==> src/rtl/hamming_mem_engine.sv <==
// Memory-to-memory SECDED Hamming engine: walks NUM_MSG two-byte messages,
// either encoding 11 data bits into a 16-bit codeword or decoding/correcting one.
module hamming_mem_engine #(
  parameter int NUM_MSG  = 15,
  parameter int SRC_BASE = 0,
  parameter int DST_BASE = 30,
  parameter int AW       = 8
) (
  input  logic          clk,
  input  logic          reset,
  input  logic          start,
  input  logic          mode,
  output logic          busy,
  output logic          done,
  output logic [AW-1:0] mem_addr,
  input  logic [7:0]    mem_rd_data,
  output logic          mem_wr_en,
  output logic [7:0]    mem_wr_data,
  output logic [7:0]    sec_count,
  output logic [7:0]    ded_count
);

  typedef enum logic [2:0] {IDLE, RD_LO, RD_HI, WR_LO, WR_HI, DONE} state_t;

  state_t      state_q, state_d;
  logic [6:0]  idx_q;
  logic [7:0]  idx_next;
  logic        mode_q;
  logic [7:0]  lo_q, hi_q;
  logic        done_q;
  logic [7:0]  sec_q, ded_q;
  logic        accept;
  logic [AW-1:0] msg_off;

  assign accept   = start && ((state_q == IDLE) || (state_q == DONE));
  assign idx_next = {1'b0, idx_q} + 8'd1;
  assign msg_off  = AW'({idx_q, 1'b0});

  // Encode datapath: source bytes carry d[11:1] right-aligned.
  logic [11:1] d;
  logic        p8, p4, p2, p1, p0;
  logic [15:0] enc_word;

  assign d        = {hi_q[2:0], lo_q};
  assign p8       = ^d[11:5];
  assign p4       = (^d[11:8]) ^ (^d[4:2]);
  assign p2       = d[11] ^ d[10] ^ d[7] ^ d[6] ^ d[4] ^ d[3] ^ d[1];
  assign p1       = d[11] ^ d[9] ^ d[7] ^ d[5] ^ d[4] ^ d[2] ^ d[1];
  assign p0       = (^d) ^ p8 ^ p4 ^ p2 ^ p1;
  assign enc_word = {d[11:5], p8, d[4:2], p4, d[1], p2, p1, p0};

  // Decode datapath: bit index of the raw word is its Hamming position.
  logic [15:0] raw_word;
  logic [3:0]  syn;
  logic        par;
  logic [1:0]  flag;
  logic [11:1] dec_d;

  assign raw_word = {hi_q, lo_q};

  function automatic logic [3:0] data_pos(input int b);
    if (b == 1)      return 4'd3;
    else if (b <= 4) return 4'(b + 3);
    else             return 4'(b + 4);
  endfunction

  always_comb begin
    syn = '0;
    for (int k = 1; k < 16; k++) begin
      if (raw_word[k]) syn = syn ^ 4'(k);
    end
    par  = ^raw_word;
    flag = 2'b00;
    if (par)              flag = 2'b01;
    else if (syn != 4'd0) flag = 2'b10;
    // Only data positions matter; a flip aimed at a check bit leaves data intact.
    dec_d = '0;
    for (int b = 1; b < 12; b++) begin
      dec_d[b] = raw_word[data_pos(b)] ^ (par && (syn == data_pos(b)));
    end
  end

  logic [7:0] res_lo, res_hi;
  assign res_lo = mode_q ? dec_d[8:1] : enc_word[7:0];
  assign res_hi = mode_q ? {flag, 3'b000, dec_d[11:9]} : enc_word[15:8];

  always_comb begin
    state_d     = state_q;
    busy        = 1'b0;
    mem_addr    = '0;
    mem_wr_en   = 1'b0;
    mem_wr_data = '0;
    case (state_q)
      IDLE, DONE: if (accept) state_d = RD_LO;
      RD_LO: begin
        busy     = 1'b1;
        mem_addr = AW'(SRC_BASE) + msg_off;
        state_d  = RD_HI;
      end
      RD_HI: begin
        busy     = 1'b1;
        mem_addr = AW'(SRC_BASE) + msg_off + AW'(1);
        state_d  = WR_LO;
      end
      WR_LO: begin
        busy        = 1'b1;
        mem_addr    = AW'(DST_BASE) + msg_off;
        mem_wr_en   = !reset;
        mem_wr_data = res_lo;
        state_d     = WR_HI;
      end
      WR_HI: begin
        busy        = 1'b1;
        mem_addr    = AW'(DST_BASE) + msg_off + AW'(1);
        mem_wr_en   = !reset;
        mem_wr_data = res_hi;
        state_d     = (idx_next < 8'(NUM_MSG)) ? RD_LO : DONE;
      end
      default: state_d = IDLE;
    endcase
  end

  // done is a flag raised from the DONE state and held until the next accepted start.
  always_ff @(posedge clk) begin
    if (reset) begin
      state_q <= IDLE;
      idx_q   <= '0;
      mode_q  <= 1'b0;
      lo_q    <= '0;
      hi_q    <= '0;
      done_q  <= 1'b0;
      sec_q   <= '0;
      ded_q   <= '0;
    end else begin
      state_q <= state_d;
      if (accept) begin
        idx_q  <= '0;
        mode_q <= mode;
        sec_q  <= '0;
        ded_q  <= '0;
        done_q <= 1'b0;
      end else if (state_q == DONE) begin
        done_q <= 1'b1;
      end
      case (state_q)
        RD_LO: lo_q <= mem_rd_data;
        RD_HI: hi_q <= mem_rd_data;
        WR_HI: begin
          idx_q <= idx_q + 7'd1;
          if (mode_q && (flag == 2'b01) && (sec_q != 8'hFF)) sec_q <= sec_q + 8'd1;
          if (mode_q && (flag == 2'b10) && (ded_q != 8'hFF)) ded_q <= ded_q + 8'd1;
        end
        default: ;
      endcase
    end
  end

  assign done      = done_q;
  assign sec_count = sec_q;
  assign ded_count = ded_q;

endmodule

==> config.mk <==
export PLATFORM = sky130hd
export DESIGN_NAME = hamming_mem_engine
export DESIGN_NICKNAME = d
export VERILOG_FILES = /design/src/rtl/hamming_mem_engine.sv
export SDC_FILE = /design/constraint.sdc
export NUM_CORES = 1
export LEC_CHECK = 0
export CAP_MARGIN = 10
export CORE_ASPECT_RATIO = 2
export CORE_MARGIN = 2
export CORE_UTILIZATION = 55
export DETAILED_ROUTE_END_ITERATION = 6
export GPL_ROUTABILITY_DRIVEN = 0
export PLACE_DENSITY = 0.8
export SLEW_MARGIN = 10
export SYNTH_ARGS = -nofsm -noshare
export SYNTH_HDL_FRONTEND = slang
export SYNTH_SLANG_ARGS = --single-unit
export TNS_END_PERCENT = 1
==> constraint.sdc <==
create_clock -name clk -period 3.36 [get_ports clk]
set_input_delay 0.672 -clock clk [delete_from_list [all_inputs] [get_ports clk]]
set_output_delay 0.672 -clock clk [all_outputs]
set_load 0.02 [all_outputs]
==> flow_summary.yaml <==
cts:
  hold_buffers: 0
  clkLatencyLatePin_ns: 0.29
  cts_tree: "yes"
  clock_tree.root_cell: "clkbuf_16"
  clock_transition_time_at_the_flip_flop_clock_pins_of_the_worst_setup_and_hold_paths_ns: 0.07
  cts_buffer_depth: 2
  numCtsBuffers: 5
  tritoncts_num_sinks: 44
  htree_num_levels: 2
worst_setup_path:
  critPathTopFamily: "XOR/XNOR gates"
  worstSetupStartpointType: "flip-flop"
  endpoint_kind: "output port"
  reg2reg_end: "ded_count[7]"
  path_type_of_the_worst_setup_path: "reg2out"
  largest_fanout_on_the_critical_path: 5
  worstReg2RegStart: "hi_q[2]"
  critical-path-max-stage-delay_ns: 0.48
  timing.critical_path.buf_inv: 2
  ff2ff_path_depth: 9
  cp_slowest_cell: "xnor3_2"
  worstPathArrival_ns: 2.68
  cp_cell_sequence: "xnor3_2 > xnor2_4 > and2_4 > a22oi_2 > buf_4 > a21oi_1 > xnor2_1 > o21ai_0 > a21o_1 > dlygate4sd2_1"
  worst-endpoint-required_ns: 2.69
  rrSetupSlack_ns: 0.43
sta:
  setup-violations-final: 0
  fin_crit_ns: 3.353
  final.setup.worst_slack_ns: 0.006576
  relSlewSlack_pct: 31.12
  tightestPinTransition_ns: 1.029
  fin_crit_sh_pct: 99.80
  fmaxAchievable_ghz: 0.2982
  rsz0062_at_grt: "yes"
  hold_viol_final: 0
  clock-skew-final_ns: 0.005286
  final_max_slew_viol_count: 0
synth:
  synthArstFlopShare_pct: 0
  synth_top_cells_by_area: "dfxtp_1 (27%), xnor2_1 (7.9%), nor2_1 (7.5%)"
  yosys_top_cell_area_share_pct: 26.52
  syn_nets: 459
  synthesis.area_per_instance_um2: 7.516
  ys_seq_area_share_pct: 26.52
  syn-cell-area_mm2: 0.003322
  synth_cell_types: 50
  total_of_flip_flops_plus_latches_after_synthesis: 44
  synth.largest_area_cell: "dfxtp_1"
  post_synth_inst_count: 442
  synth-edff-count: 0
  synth.yosys.warnings: 0
  postSynth.topFlopCell: "dfxtp_1"
finish:
  most_frequent_cells_in_the_layout: "nor2_1 (65), buf_4 (46), a21oi_1 (44)"
  final_layout_size_suffix_gt1_share_pct: 18.34
  syn2layout_area_growth_pct: 29.94
  diodes: 0
  nNetsFinal: 523
  fillerInstances: 474
  final_common_cell: "nor2_1"
route:
  pre_antenna_drt_iters: 7
  route.final.wire_length_mm: 9.206
  drt_iter0_markers: 268
  routedWlPerCell_um: 16.15
  routed_via_density: 5.984
  drtAntennaViolNets: 0
  post_detailed_route_drc_marker_count: 5
  vias: 3411
power:
  pwrdens_mw_per_mm2: 422.7
  leakage_nw: 1.701
  overall_power_after_layout_mw: 1.825
  vdd_ir_drop_max_mv: 0.4094
floorplanning:
  floorplan.initialDensity_pct: 56.25
  die_y_um: 113.9
  io_pins: 47
  core_region_area_mm2: 0.005906
  placementRows: 40
  die_x_um: 58.96
  die_area_mm2: 0.006715
grt:
  globalRouteMet2Util_pct: 42.59
  grtUsageTotal_pct: 27.73
  residual_overflow_from_global_routing: 0
  use_met1_pct: 37.94
  grt_start_max_net_pins: 46
  grt_most_used_layer: "met2"
  grt_antenna_before_repair: 0
  grt_util_met3_pct: 4.535
  grt_pass1_wl_mm: 14.68
  first_global_vias: 3123
worst_hold_path:
  worstHoldPathCells: 2
  hp-class: "reg2reg"
  worst_hold_path.endpoint: "sec_count[1]"
  hp-start: "sec_count[1]"
status:
  outcome: "complete, but fails checks"
  violations: "design-rule violations"
placed_design:
  detailedPlace.worstSlack_ns: -0.01455
  hpwl_dp_mm: 6.264
  buffer_ports.inserted: 46
flow_run:
  timing.max_cap.violations: 0
==> layout make-up <==
cell class	count	area [um2]	area share, %
multi-input cells	358	2375	55.01
flip-flops and latches	44	893.4	20.70
repair buffers	92	773.2	17.91
clock buffers	6	138.9	3.217
well taps	63	78.83	1.826
clock inverters	2	38.79	0.8986
inverters	5	18.77	0.4348
==> power breakdown <==
group          switching (mW)  internal [mW]  leakage [nW]
registers              0.0239          0.538         0.360
logic                   0.367          0.309          1.25
clock network           0.214          0.373        0.0871
total                   0.605           1.22          1.70
==> registers in the layout, indices dropped and copies added (netlist names) <==
register   cells
mode_q         1
sec_count      8
hi_q           8
done           1
lo_q           8
ded_count      8
idx_q          7
state_q        3
==> how the worst max path moves through the flow <==
stage / start / end / cells past startpoint
floorplan: lo_q[2] / mem_wr_data[1] / 9
detailed placement: hi_q[6] / mem_wr_data[1] / 9
global placement: hi_q[6] / mem_wr_data[1] / 9
CTS: hi_q[0] / mem_wr_data[2] / 10
global route: lo_q[3] / mem_wr_data[7] / 10
finish: hi_q[2] / mem_wr_data[7] / 10
==> cells in the mapped netlist, types with 2 or more instances <==
cell,instances
buf_2,3
nand2_1,31
nor3_1,11
nand3b_1,2
xor2_1,23
a221o_1,2
a21oi_1,44
a22oi_1,7
and2_1,6
nor2b_1,5
ha_1,5
and3_1,6
and4_1,2
nor3b_1,4
xnor2_1,30
inv_1,5
xnor3_2,2
a311oi_1,3
a21o_1,2
clkbuf_1,29
nor2_1,66
o22ai_1,8
a32oi_1,2
o41ai_1,2
dfxtp_1,44
or3_1,5
a31oi_1,4
nand4_1,6
o21ai_0,27
nand3_1,14
a221oi_1,5
mux2_2,3
mux2i_1,17
==> layer usage <==
metal  routed length, um  part of all wire [%]  up-vias
met1                4012                    44     1569
met2                4377                    48      139
met5                   0                     0        -
met3                 579                   6.3       18
met4                 236                   2.6        0
li1                    -                     -     1685
==> repair_timing <==
item / in CTS / in global routing
pin swaps: 1 / 3
gates cloned: 0 / 0
setup buffers: 0 / 2
endpoints found under the hold margin: 0 / 0
setup endpoints to repair: 8 / 9
gates resized for setup: 17 / 29
==> per-stage QoR <==
step                setup TNS (ns)  area, um2  util (%)  cells  hold WS (ns)
finish                           0       4317     73.09    570        0.5063
global route               -0.2363       4317     73.09    570        0.5336
CTS                       -0.06625       4247     71.91    568        0.5063
detailed placement        -0.02838       4051     68.60    560        0.4945
global placement                 0       4051     68.60    560        0.4839
floorplan                        0       3322         -    442        0.5048
==> logic make-up after synthesis <==
group                    Yosys count  synth area share, %
AO/OA/AOI/OAI                    111                20.30
XOR/XNOR                          57                16.72
adder cells (fa/ha/maj)            5                1.883
buffers and inverters             40                4.783
flip-flops                        44                26.52
multiplexers                      21                6.478
AND/OR/NAND/NOR                  164                23.32
==> worst reg2reg max path, cell delays in order, from the launching register on <==
cell	delay, ns
dfxtp_4	0.37
xnor3_2	0.48
xnor2_4	0.25
buf_4	0.16
xnor3_2	0.38
buf_4	0.19
nor3_2	0.18
or4b_1	0.46
mux2_1	0.32
nor2_1	0.08
(Power assumes the default switching activity.)
